**src/rtl/loader_pkg.sv**
```systemverilog
// loader_pkg: types and default constants shared by the program loader.
//   state_t : loader FSM states (IDLE, SETUP, STROBE, GAP, DONE)
//   count_t : 5-bit word counter type (holds 0..WORDS, WORDS <= 31)
//   N_DEF / WORDS_DEF / DEPTH_DEF : default parameter values
package loader_pkg;

  localparam int N_DEF     = 4;
  localparam int WORDS_DEF = 16;
  localparam int DEPTH_DEF = 4;

  typedef logic [4:0] count_t;

  typedef enum logic [2:0] {
    IDLE   = 3'd0,
    SETUP  = 3'd1,
    STROBE = 3'd2,
    GAP    = 3'd3,
    DONE   = 3'd4
  } state_t;

endpackage

```
**src/rtl/loader_fifo.sv**
```systemverilog
// loader_fifo: small synchronous FIFO buffering {in_prog, in_data} words.
//   clk, reset : clock, synchronous active-high reset (flushes the FIFO)
//   push, din  : write request / data; ignored while full (no overwrite)
//   pop, dout  : read request / head data; ignored while empty (no underflow)
//   full/empty : occupancy flags
// DEPTH must be a power of two (>= 2) so the pointers wrap naturally.
module loader_fifo
  import loader_pkg::*;
#(
  parameter int W     = 8 + N_DEF,
  parameter int DEPTH = DEPTH_DEF
) (
  input  logic         clk,
  input  logic         reset,
  input  logic         push,
  input  logic [W-1:0] din,
  input  logic         pop,
  output logic [W-1:0] dout,
  output logic         full,
  output logic         empty
);

  localparam int AW = (DEPTH > 1) ? $clog2(DEPTH) : 1;

  logic [W-1:0]  mem [DEPTH];
  logic [AW-1:0] wr_ptr;
  logic [AW-1:0] rd_ptr;
  logic [AW:0]   count;
  logic          do_push;
  logic          do_pop;

  assign do_push = push && !full;
  assign do_pop  = pop && !empty;
  assign full    = (count == (AW + 1)'(DEPTH));
  assign empty   = (count == '0);
  assign dout    = mem[rd_ptr];

  always_ff @(posedge clk) begin
    if (reset) begin
      wr_ptr <= '0;
      rd_ptr <= '0;
      count  <= '0;
    end else begin
      // Pointer increments wrap modulo DEPTH because DEPTH is a power of two.
      if (do_push) wr_ptr <= wr_ptr + 1'b1;
      if (do_pop)  rd_ptr <= rd_ptr + 1'b1;
      case ({do_push, do_pop})
        2'b10:   count <= count + 1'b1;
        2'b01:   count <= count - 1'b1;
        default: count <= count;
      endcase
    end
  end

  // Storage needs no reset: the flushed count makes stale entries unreachable.
  always_ff @(posedge clk) begin
    if (do_push) mem[wr_ptr] <= din;
  end

endmodule

```
**src/rtl/program_loader.sv**
```systemverilog
// program_loader: buffers a stream of (instruction byte, data nibble) words
// and presents them to the CPU store one at a time with a clk_load strobe.
//   clk, reset        : clock, synchronous active-high reset
//   start             : one-cycle session request (honoured in IDLE or DONE)
//   in_valid/in_ready : source handshake; a word moves only when both are 1,
//                       the source holds in_prog/in_data while in_ready=0
//   in_prog, in_data  : incoming instruction byte / data nibble
//   clk_load          : one-cycle load strobe to the CPU store
//   myprogram/myinput : word presented to the CPU
//   word_count        : words strobed this session
//   busy / done       : session in progress / WORDS words strobed
//   exp_sum, sum_err  : expected checksum / mismatch flag (valid while done)
// Build option: define LOADER_CHECKSUM_EN to include the XOR checksum;
// otherwise exp_sum is ignored and sum_err is tied to 0.
// The FSM state is held in state_q for observation.
module program_loader
  import loader_pkg::*;
#(
  parameter int N     = N_DEF,
  parameter int WORDS = WORDS_DEF,
  parameter int DEPTH = DEPTH_DEF
) (
  input  logic         clk,
  input  logic         reset,
  input  logic         start,
  input  logic         in_valid,
  output logic         in_ready,
  input  logic [7:0]   in_prog,
  input  logic [N-1:0] in_data,
  output logic         clk_load,
  output logic [7:0]   myprogram,
  output logic [N-1:0] myinput,
  output logic [4:0]   word_count,
  output logic         busy,
  output logic         done,
  input  logic [7:0]   exp_sum,
  output logic         sum_err
);

  state_t          state_q;
  state_t          state_d;
  count_t          acc_cnt;
  logic            fifo_full;
  logic            fifo_empty;
  logic            push;
  logic            pop;
  logic            session_start;
  logic [8+N-1:0]  fifo_dout;

  // State register
  always_ff @(posedge clk) begin
    if (reset) state_q <= IDLE;
    else       state_q <= state_d;
  end

  // Next-state logic
  always_comb begin
    state_d = state_q;
    case (state_q)
      IDLE:    if (start) state_d = SETUP;
      SETUP:   if (!fifo_empty) state_d = STROBE;
      STROBE:  state_d = GAP;
      GAP:     state_d = (word_count == count_t'(WORDS)) ? DONE : SETUP;
      DONE:    if (start) state_d = SETUP;
      default: state_d = IDLE;
    endcase
  end

  // Output / control decode
  always_comb begin
    busy          = 1'b0;
    done          = 1'b0;
    in_ready      = 1'b0;
    push          = 1'b0;
    pop           = 1'b0;
    session_start = 1'b0;
    busy          = (state_q == SETUP) || (state_q == STROBE) || (state_q == GAP);
    done          = (state_q == DONE);
    in_ready      = busy && !fifo_full && (acc_cnt < count_t'(WORDS));
    push          = in_valid && in_ready;
    pop           = (state_q == SETUP) && !fifo_empty;
    session_start = start && ((state_q == IDLE) || (state_q == DONE));
  end

  loader_fifo #(
    .W     (8 + N),
    .DEPTH (DEPTH)
  ) u_fifo (
    .clk   (clk),
    .reset (reset),
    .push  (push),
    .din   ({in_prog, in_data}),
    .pop   (pop),
    .dout  (fifo_dout),
    .full  (fifo_full),
    .empty (fifo_empty)
  );

  // Datapath. The word is latched on leaving SETUP and clk_load is registered
  // from STROBE, so the word sits on the outputs a full cycle before the
  // strobe rises and stays until the next SETUP pop (>= 3 cycles per word).
  always_ff @(posedge clk) begin
    if (reset) begin
      clk_load   <= 1'b0;
      myprogram  <= '0;
      myinput    <= '0;
      word_count <= '0;
      acc_cnt    <= '0;
    end else begin
      clk_load <= (state_q == STROBE);
      if (session_start) begin
        word_count <= '0;
        acc_cnt    <= '0;
      end else begin
        // push only happens while busy, so it never collides with a start
        if (push) acc_cnt <= acc_cnt + 5'd1;
        if (state_q == STROBE) word_count <= word_count + 5'd1;
      end
      if (pop) {myprogram, myinput} <= fifo_dout;
    end
  end

`ifdef LOADER_CHECKSUM_EN
  logic [7:0] checksum;

  always_ff @(posedge clk) begin
    if (reset) begin
      checksum <= '0;
      sum_err  <= 1'b0;
    end else begin
      if (session_start) begin
        checksum <= '0;
        sum_err  <= 1'b0;
      end else if (state_q == STROBE) begin
        checksum <= checksum ^ myprogram ^ 8'(myinput);
      end
      // Compare once, as the last strobe's contribution is already folded in.
      if ((state_q == GAP) && (state_d == DONE)) sum_err <= (checksum != exp_sum);
    end
  end
`else
  logic unused_exp_sum;
  assign unused_exp_sum = ^exp_sum;
  assign sum_err        = 1'b0;
`endif

endmodule

```
**config.mk**
```make
export PLATFORM = sky130hd
export DESIGN_NAME = program_loader
export DESIGN_NICKNAME = d
export VERILOG_FILES = /design/src/rtl/loader_pkg.sv /design/src/rtl/loader_fifo.sv /design/src/rtl/program_loader.sv
export SDC_FILE = /design/constraint.sdc
export NUM_CORES = 1
export LEC_CHECK = 0
export ABC_AREA = 1
export BUFFER_PORTS_ARGS = -buffer_cell sky130_fd_sc_hd__buf_2
export CAP_MARGIN = 15
export CORE_MARGIN = 8
export CORE_UTILIZATION = 40
export DETAILED_ROUTE_END_ITERATION = 7
export PLACE_DENSITY = 0.55
export SLEW_MARGIN = 20
export SYNTH_ARGS = -nofsm -noshare
export SYNTH_HDL_FRONTEND = slang
export SYNTH_SLANG_ARGS = --single-unit
```
**constraint.sdc**
```tcl
create_clock -name clk -period 2.2 [get_ports clk]
set_clock_uncertainty 0.1 [all_clocks]
set_input_delay 0.11 -clock clk [delete_from_list [all_inputs] [get_ports clk]]
set_output_delay 0.11 -clock clk [all_outputs]
set_load 0.01 [all_outputs]
```
==> results of run 1 <==
cell usage after synthesis:
cell type	n	share of area, %
o21ai_1	9	1.3
dfxtp_1	33	19
buf_2	5	0.73
nand3_1	6	0.88
a31oi_1	1	0.18
nor2_4	2	0.66
nor2_2	3	0.55
conb_1	1	0.11
nand2_4	1	0.33
nand4_4	1	0.62
buf_4	2	0.44
inv_2	5	0.55
o211ai_1	1	0.22
o21ai_0	37	5.4
inv_1	29	3.2
nor3_1	1	0.15
inv_4	1	0.18
nand3_2	1	0.29
a21oi_4	1	0.48
fa_1	1	0.59
nand4_1	5	0.92
buf_6	2	0.66
edfxtp_1	48	42
nand2_1	27	3.0
o22ai_1	12	2.2
nand2_2	2	0.37
clkbuf_1	2	0.22
clkbuf_2	1	0.15
a21oi_1	13	1.9
o21ai_2	1	0.26
nor3_2	1	0.29
buf_1	1	0.11
nor2_1	76	8.4
ha_1	8	2.9
worst max-delay path: stages, from the launching register on:
cell and delay, ns:
dfxtp_1 0.33, nor2_1 0.17, nand2_1 0.13, nand4_4 0.11, ha_1 0.14, inv_1 0.07, fa_1 0.38, a21oi_1 0.14
o21ai_0 0.11, nand2_1 0.07, nand2_1 0.04, nor2_1 0.07
power groups by stage:
| stage | combinational (W) | sequential, W | clock, W |
|---|---|---|---|
| final | 0.00103 | 0.00191 | 0.00103 |
| after global routing | 0.00117 | 0.00194 | 0.00113 |
| after CTS | 0.00105 | 0.00192 | 0.00106 |
| after global placement | 0.00101 | 0.00195 | 0 |
| after floorplan | 0.000712 | 0.00196 | 0 |
| after detailed placement | 0.00102 | 0.00195 | 0 |
placed cells by master, fill, tap and decap left out, types with 2 or more instances in the layout:
cell,count
a21oi_1,13
buf_2,36
buf_4,9
clkbuf_8,9
clkinv_2,2
dfxtp_1,33
dlygate4sd3_1,14
edfxtp_1,48
ha_1,8
inv_1,29
inv_2,5
nand2_1,27
nand2_2,2
nand3_1,6
nand4_1,5
nor2_1,76
nor2_2,3
nor2_4,2
o21ai_0,37
o21ai_1,9
o22ai_1,12
state kept, by name, summed over array words and instances (netlist names):
register	cells
acc_cnt	5
clk_load	1
myinput	4
myprogram	8
state_q	3
u_fifo.count	3
u_fifo.mem	48
u_fifo.rd_ptr	2
u_fifo.wr_ptr	2
word_count	5
path summary, 6_finish.rpt:
path                         from         endpoint  cells past startpoint
setup / recovery  u_fifo.count[1]  u_fifo.count[2]                     11
hold / removal              start       state_q[1]                      3
setup reg to reg  u_fifo.count[1]  u_fifo.count[2]                     11
hold reg to reg      myprogram[1]     myprogram[1]                      2
cells by family (layout without fill, tap and decap cells):
kind of cell             count (synthesis)  count (layout)  synth area share [%]
flip-flops                              81              81                  61.7
AO/OA/AOI/OAI                           75              75                  12.0
other                                    1               1                 0.110
buffers and inverters                   48             110                  6.24
adder cells (fa/ha/maj)                  9               9                  3.53
AND/OR/NAND/NOR                        126             126                  16.4
routing by layer:
layer | track usage [%] | vias to the layer above
met2 | 20.9 | 47
li1 | - | 1256
met1 | 15.2 | 1171
met4 | 4.69 | 0
met5 | 0 | -
met3 | 3.27 | 4
cell type report:
| type | instances | area [um^2] |
|---|---|---|
| fillers | 817 | 4220 |
| flip-flops and latches | 81 | 2100 |
| multi-input cells | 211 | 1090 |
| repair buffers | 59 | 388 |
| inverters | 35 | 134 |
| well taps | 105 | 131 |
| clock buffers | 10 | 128 |
| clock inverters | 6 | 60.1 |
metrics by stage:
step                      std cells  area [um^2]  total power (W)
after floorplan                 340         3410          0.00267
after global placement          477         3710          0.00296
after detailed placement        477         3710          0.00297
after CTS                       507         4040          0.00403
after global routing            507         4040          0.00423
final                           507         4040          0.00397
what timing repair did:
action	CTS	global route
endpoints found under the hold margin	56	0
hold buffers	14	0
buffers inserted	0	0
endpoints found under the setup margin	0	0
==> flow_summary.ini, run 1 <==
[status]
status = complete, no violations

[pwr]
power_frac_seq_pct = 48.1
p_sw_w = 0.00128
p_leak_nw = 1.59
p_clk_share_pct = 25.9
p_int_w = 0.00270
swShare_pct = 32.1
power_frac_comb_pct = 25.9
irDropWorstVdd_uv = 417
p_per_area_mw_per_mm2 = 985

[grt]
antenna_found_initial = 0
grt_pass1_vias = 2325
grt_pass1_wl_um = 11400
grt.overflow.total = 0
grt_usage_pct = 12.5
grt_start_max_net_pins = 28

[clock_tree]
clock_sinks = 81
clkTransAtPathRegs_ns = 0.08
cts_tree = done
clk_path_buf_depth = 2
numCtsBuffers = 9
htreeDepth = 3
cts-root-buf = clkbuf_8
insertion_delay_ns = 0.34
cts_resized = 0

[detailed_routing]
highest_layer = met4
wl_met2_um = 3370
ant_nets = 0
wl_met3_um = 332
totalWireLength_um = 7090
vias = 2478
vias_per_cell = 4.89
dr.pass1.iters = 4
wl_met1_um = 3330
drc = 0
drtIter0Drc = 104
avgRoutedWirePerCell_um = 14.0

[timing]
fmax_mhz = 524
setup_viol = 0
fin_crit_sh_pct = 86.8
slew_viol_final = 0
rsz0062_at_grt = no
hold_viol = 0
whs_ns = 0.0234
finalCriticalPeriod_ns = 1.91
fin_ws_ns = 0.291
tns_ns = 0

[critical_path]
path_class = reg -> reg
cp.arrival_ns = 2.09
cp_max_fo = 3
r2r_setup_slack_ns = 0.29
crit_path_start_kind = register
required_ns = 2.38
cp-end-kind = register

[floorplan]
die_x_um = 108
initial_utilization_pct = 41.3
pin_count = 46
die-area_mm2 = 0.0117
dieHeight_um = 108
num_rows = 33
fp.coreArea_mm2 = 0.00826

[logic_synthesis]
yosys_warnings = 0
yosysSeqAreaShare_pct = 61.7
synthCells = 340
netlist_area_mm2 = 0.00341
synth-seq-cells = 81
syn_avg_cell_area_um2 = 10.0
synth.distinct_cells = 34
syn-num-nets = 373

[cells_and_area]
fin_nets = 430
area_delta_synth_final_pct = 18.4
drive_gt1_share_pct = 19.4
antenna_cells = 0
utilization_pct = 48.9

[job]
cap_violations = 0

[placement]
place.gp.congestion = 0.746
dp_hpwl_um = 4600
io_buffers = 36
pre_cts_ws_ns = 0.283

[hold_path]
hold_path.class = in -> reg
(Power assumes the default switching activity.)
==> run 2: changes to the inputs <==
CELL_PAD_IN_SITES_DETAIL_PLACEMENT = 0   (was not set)
CELL_PAD_IN_SITES_GLOBAL_PLACEMENT = 1   (was not set)
CORE_MARGIN = 4   (was 8)
PLACE_DENSITY = 0.68   (was 0.55)
==> run 2 against run 1 <==
Against the previous run: fmax grew 0.39%; sequential power is essentially flat; global-route usage grew 2.1 points; core utilization grew 0.20 points; routed wire length shrank 3.2%; worst hold slack gained 0.014 ns; cell count grew 0.20%; critical path type unchanged.
==> flow_summary.ini, run 2 (synthesis results as in run 1) <==
[detailed_routing]
vias_per_cell = 4.80
avgRoutedWirePerCell_um = 13.5
drc = 0
ant_nets = 0
drtIter0Drc = 131
dr.pass1.iters = 4
vias = 2437
totalWireLength_um = 6860

[critical_path]
r2r_setup_slack_ns = 0.30
crit_path_start_kind = register
r2r_start = state_q[0]
r2r-end = u_fifo.count[2]
path_class = reg -> reg
reg2regPathDepth = 11
cp.arrival_ns = 2.10
cp-end-kind = register
cp_max_fo = 4
required_ns = 2.40

[timing]
fin_crit_sh_pct = 86.4
rsz0062_at_grt = no
hold_viol = 0
tns_ns = 0
fmax_mhz = 526
slew_viol_final = 0
finalCriticalPeriod_ns = 1.90
setup_viol = 0
whs_ns = 0.0376

[job]
cap_violations = 0

[cells_and_area]
area_delta_synth_final_pct = 18.9
final_cells = 508
drive_gt1_share_pct = 19.9
final_cell_mix = 75 x nor2_1, 48 x edfxtp_1, 37 x o21ai_0, 36 x buf_2, 33 x dfxtp_1
fin_nets = 431
fillers = 802
design_area_mm2 = 0.00405
largest_reg_flops = 48
reg.largest.list = u_fifo.mem x48, myprogram x8
antenna_cells = 0
final_common_cell = nor2_1
largest_register = u_fifo.mem

[placement]
place.gp.congestion = 0.828
dp_hpwl_um = 4590
postPlaceCellArea_mm2 = 0.00371
place_inst = 478
io_buffers = 36

[status]
status = complete, no violations

[clock_tree]
clock_sinks = 81
cts-root-buf = clkbuf_8
clk_path_buf_depth = 2
postCtsSetupBuffers = 0
clkTransAtPathRegs_ns = 0.09
insertion_delay_ns = 0.35
cts_tree = done
numCtsBuffers = 9
htreeDepth = 3

[floorplan]
die_x_um = 100
pin_count = 46
num_rows = 33
initial_utilization_pct = 41.3
fp.coreArea_mm2 = 0.00826
die-area_mm2 = 0.0101
dieHeight_um = 100

[pwr]
total_power_w = 0.00402
p_per_area_mw_per_mm2 = 992
irDropWorstVdd_uv = 342
p_leak_nw = 1.59

[hold_path]
whs_path_depth = 4
hold_path.class = in -> reg
hp-start = start
whs_endpoint = acc_cnt[1]

[grt]
grt_pass1_wl_um = 11400
busiest_layer = met2
grt_pass1_vias = 2379
grt_usage_pct = 14.7
grtUsageMet2_pct = 25.2
grt.overflow.total = 0
use_met3_pct = 3.75
grt_start_max_net_pins = 28
use_met1_pct = 17.9
antenna_found_initial = 0
run 2: changes by cell type in the layout (fill, tap and decap cells not counted), sizes merged:
cell | before | now
buf | 45 | 46
clkinv | 4 | 2
clkinvlp | 1 | 2
inv | 35 | 36
run 2: area by class of cell:
type | count | area (um^2) | area share [%]
clock buffers | 10 | 128 | 3.15
clock inverters | 6 | 66.3 | 1.64
inverters | 35 | 134 | 3.30
multi-input cells | 211 | 1090 | 27.0
flip-flops and latches | 81 | 2100 | 51.9
well taps | 105 | 131 | 3.24
repair buffers | 60 | 395 | 9.76
run 2: power by group:
group / internal [W] / switching, W
combinational: 0.000379 / 0.000668
sequential: 0.00181 / 0.000102
clock: 0.000527 / 0.000535
run 2: critical path: stages (launching register included):
cell and delay [ns]:
dfxtp_1 0.37, nor2_4 0.22, nor2_4 0.07, nand4_4 0.07, ha_1 0.14, inv_1 0.06, fa_1 0.37, a21oi_1 0.14
o21ai_0 0.11, nand2_1 0.07, nand2_1 0.04, nor2_1 0.08
run 2: stage by stage:
step	utilization (%)	setup slack, ns
final	49.1	0.298
after global routing	49.1	0.0523
after CTS	49.0	0.249
after detailed placement	45.0	0.270
after global placement	45.0	0.280
after floorplan	-	0.247
run 2: metal layers:
metal | vias up | routed length [um]
li1 | 1260 | -
met1 | 1123 | 3100
met2 | 44 | 3330
met3 | 10 | 345
met4 | 0 | 89
met5 | - | 0
run 2: how the worst max path moves through the flow:
stage	from	to	slack, ns
finish	state_q[0]	u_fifo.count[2]	0.30
global route	state_q[0]	u_fifo.count[2]	0.05
CTS	u_fifo.count[0]	u_fifo.count[2]	0.25
detailed placement	u_fifo.count[0]	u_fifo.count[2]	0.27
global placement	u_fifo.count[0]	u_fifo.count[2]	0.28
floorplan	state_q[0]	u_fifo.count[2]	0.25
run 2: what timing repair did:
item,4_1_cts,5_1_grt
resized for setup,0,1
setup endpoints to repair,0,1
hold buffers,14,0
hold endpoints to repair,57,0
==> run 3: changes to the inputs <==
PLACE_DENSITY = 0.71   (was 0.68)
clock period = 1.55 ns   (was 2.2 ns; I/O delays follow)
==> run 3 against run 2 <==
Against the previous run: the run now ends with negative setup slack left; critical path depth unchanged; power grew 57%; clock power increased by 60%; cell count increased by 4.1%; worst setup slack got worse by 0.50 ns; via count grew 4.2%; worst hold slack improved by 0.071 ns; critical path type unchanged; critical endpoint is now u_fifo.count[1]; largest cell class unchanged; highest routed layer unchanged.
==> flow_summary.ini, run 3 (synthesis results as in run 1) <==
[timing]
hold_viol = 0
finalCriticalPeriod_ns = 1.76
rsz0062_at_grt = yes
fin_crit_sh_pct = 113
slew_viol_final = 0
fin_ws_ns = -0.206
fmax_mhz = 570
whs_ns = 0.109
setup_viol = 50

[placement]
dp_hpwl_um = 4710
postPlaceCellArea_mm2 = 0.00388
place_inst = 491
place.gp.congestion = 0.837
io_buffers = 36

[grt]
grt_pass1_vias = 2492
grt_start_max_net_pins = 28
grt.overflow.total = 0
grt_pass1_wl_um = 11800
grt_usage_pct = 14.9
antenna_found_initial = 0

[cells_and_area]
largest_register = u_fifo.mem
fin_nets = 452
fillers = 770
multi_input_area_mm2 = 0.00115
design_area_mm2 = 0.00438
ff_latch_area_mm2 = 0.00211
reg.largest.list = u_fifo.mem x48, myprogram x8
antenna_cells = 0
drive_gt1_share_pct = 27.8
final_cell_mix = 71 x nor2_1, 48 x edfxtp_1, 36 x o21ai_0, 36 x buf_2
largest_reg_flops = 48
final_cells = 529
area_delta_synth_final_pct = 28.6
final_common_cell = nor2_1

[hold_path]
hold_path.class = in -> reg

[detailed_routing]
avgRoutedWirePerCell_um = 13.2
vias_per_cell = 4.80
drc = 0
ant_nets = 0
totalWireLength_um = 6960
dr.pass1.iters = 4
drtIter0Drc = 89
vias = 2539

[status]
status = finished, violations left
violations = negative setup slack

[pwr]
irDropWorstVdd_uv = 726
p_per_area_mw_per_mm2 = 1440
p_leak_nw = 1.74

[critical_path]
worst-path-buf-inv = 4
crit_top_cell = inv_2
cp_slowest_cell = fa_2
worstPathCellList = inv_2 -> nand3_2 -> inv_2 -> nand2_4 -> inv_4 -> ha_4 -> inv_2 -> fa_2 -> nor2_1 -> a21oi_1 -> nor2_1
path_class = reg -> reg
cp_max_fo = 3
path_delay_family = adder cells
critical-path-max-stage-delay_ns = 0.51
cp.arrival_ns = 1.89
cp-end-kind = register
required_ns = 1.69
crit_path_start_kind = register

[clock_tree]
clkTransAtPathRegs_ns = 0.08
cts-root-buf = clkbuf_8
numCtsBuffers = 9
cts_tree = done
insertion_delay_ns = 0.34
htreeDepth = 3
clock_sinks = 81
clk_path_buf_depth = 2

[floorplan]
die-area_mm2 = 0.0101
num_rows = 33
fp.coreArea_mm2 = 0.00826
pin_count = 46
die_x_um = 100
initial_utilization_pct = 41.3
dieHeight_um = 100

[job]
cap_violations = 0
==> run 3: path summary, 6_finish.rpt <==
check | start | endpoint | slack [ns] | cells after the start
worst min register to register | myprogram[7] | myprogram[7] | 0.41 | 2
worst max-delay path | state_q[1] | u_fifo.count[1] | -0.21 | 11
worst max register to register | state_q[1] | u_fifo.count[1] | -0.21 | 11
worst min-delay path | in_valid | u_fifo.count[0] | 0.11 | 4
==> run 3: worst min-delay path, stage by stage <==
cell and delay (ns):
buf_2 0.13, nand4_4 0.11, ha_4 0.15, a21oi_1 0.05
==> run 3: per-stage QoR <==
| stage | power [W] | setup slack [ns] | utilization [%] | TNS (ns) |
|---|---|---|---|---|
| 6_report | 0.00629 | -0.206 | 53.0 | -4.12 |
| 5_1_grt | 0.00671 | -0.318 | 53.0 | -6.45 |
| 4_1_cts | 0.00624 | -0.200 | 52.1 | -4.05 |
| 3_5_place_dp | 0.00443 | -0.235 | 47.0 | -5.51 |
| 3_3_place_gp | 0.00441 | -0.195 | 47.0 | -4.16 |
| 2_1_floorplan | 0.00383 | -0.303 | - | -14.86 |
==> run 3: per-layer routing <==
metal | global-route usage [%] | part of all wire, %
met1 | 18.1 | 45
met2 | 25.8 | 50
met3 | 2.78 | 3.1
met4 | 6.63 | 2.2
met5 | 0 | 0
==> run 3: power breakdown <==
part	total [W]	switching (W)	internal (W)
Sequential	0.00273	0.000153	0.00258
Clock	0.00170	0.000775	0.000924
Combinational	0.00186	0.00105	0.000808
==> run 3: area by class of cell <==
cell class	instances	area share, %
tap	105	3.00
timing repair buffer	81	14.1
sequential	81	48.3
clock buffer	9	2.83
multi-input combinational	211	26.4
inverter	35	3.11
clock inverter	7	2.31
==> run 3: repair_timing <==
item,in CTS,in global routing
resized for setup,10,11
hold endpoints to repair,59,6
hold buffers,14,1
buffers inserted,3,4
setup endpoints to repair,51,53
cloned,0,0
pin swaps,6,7
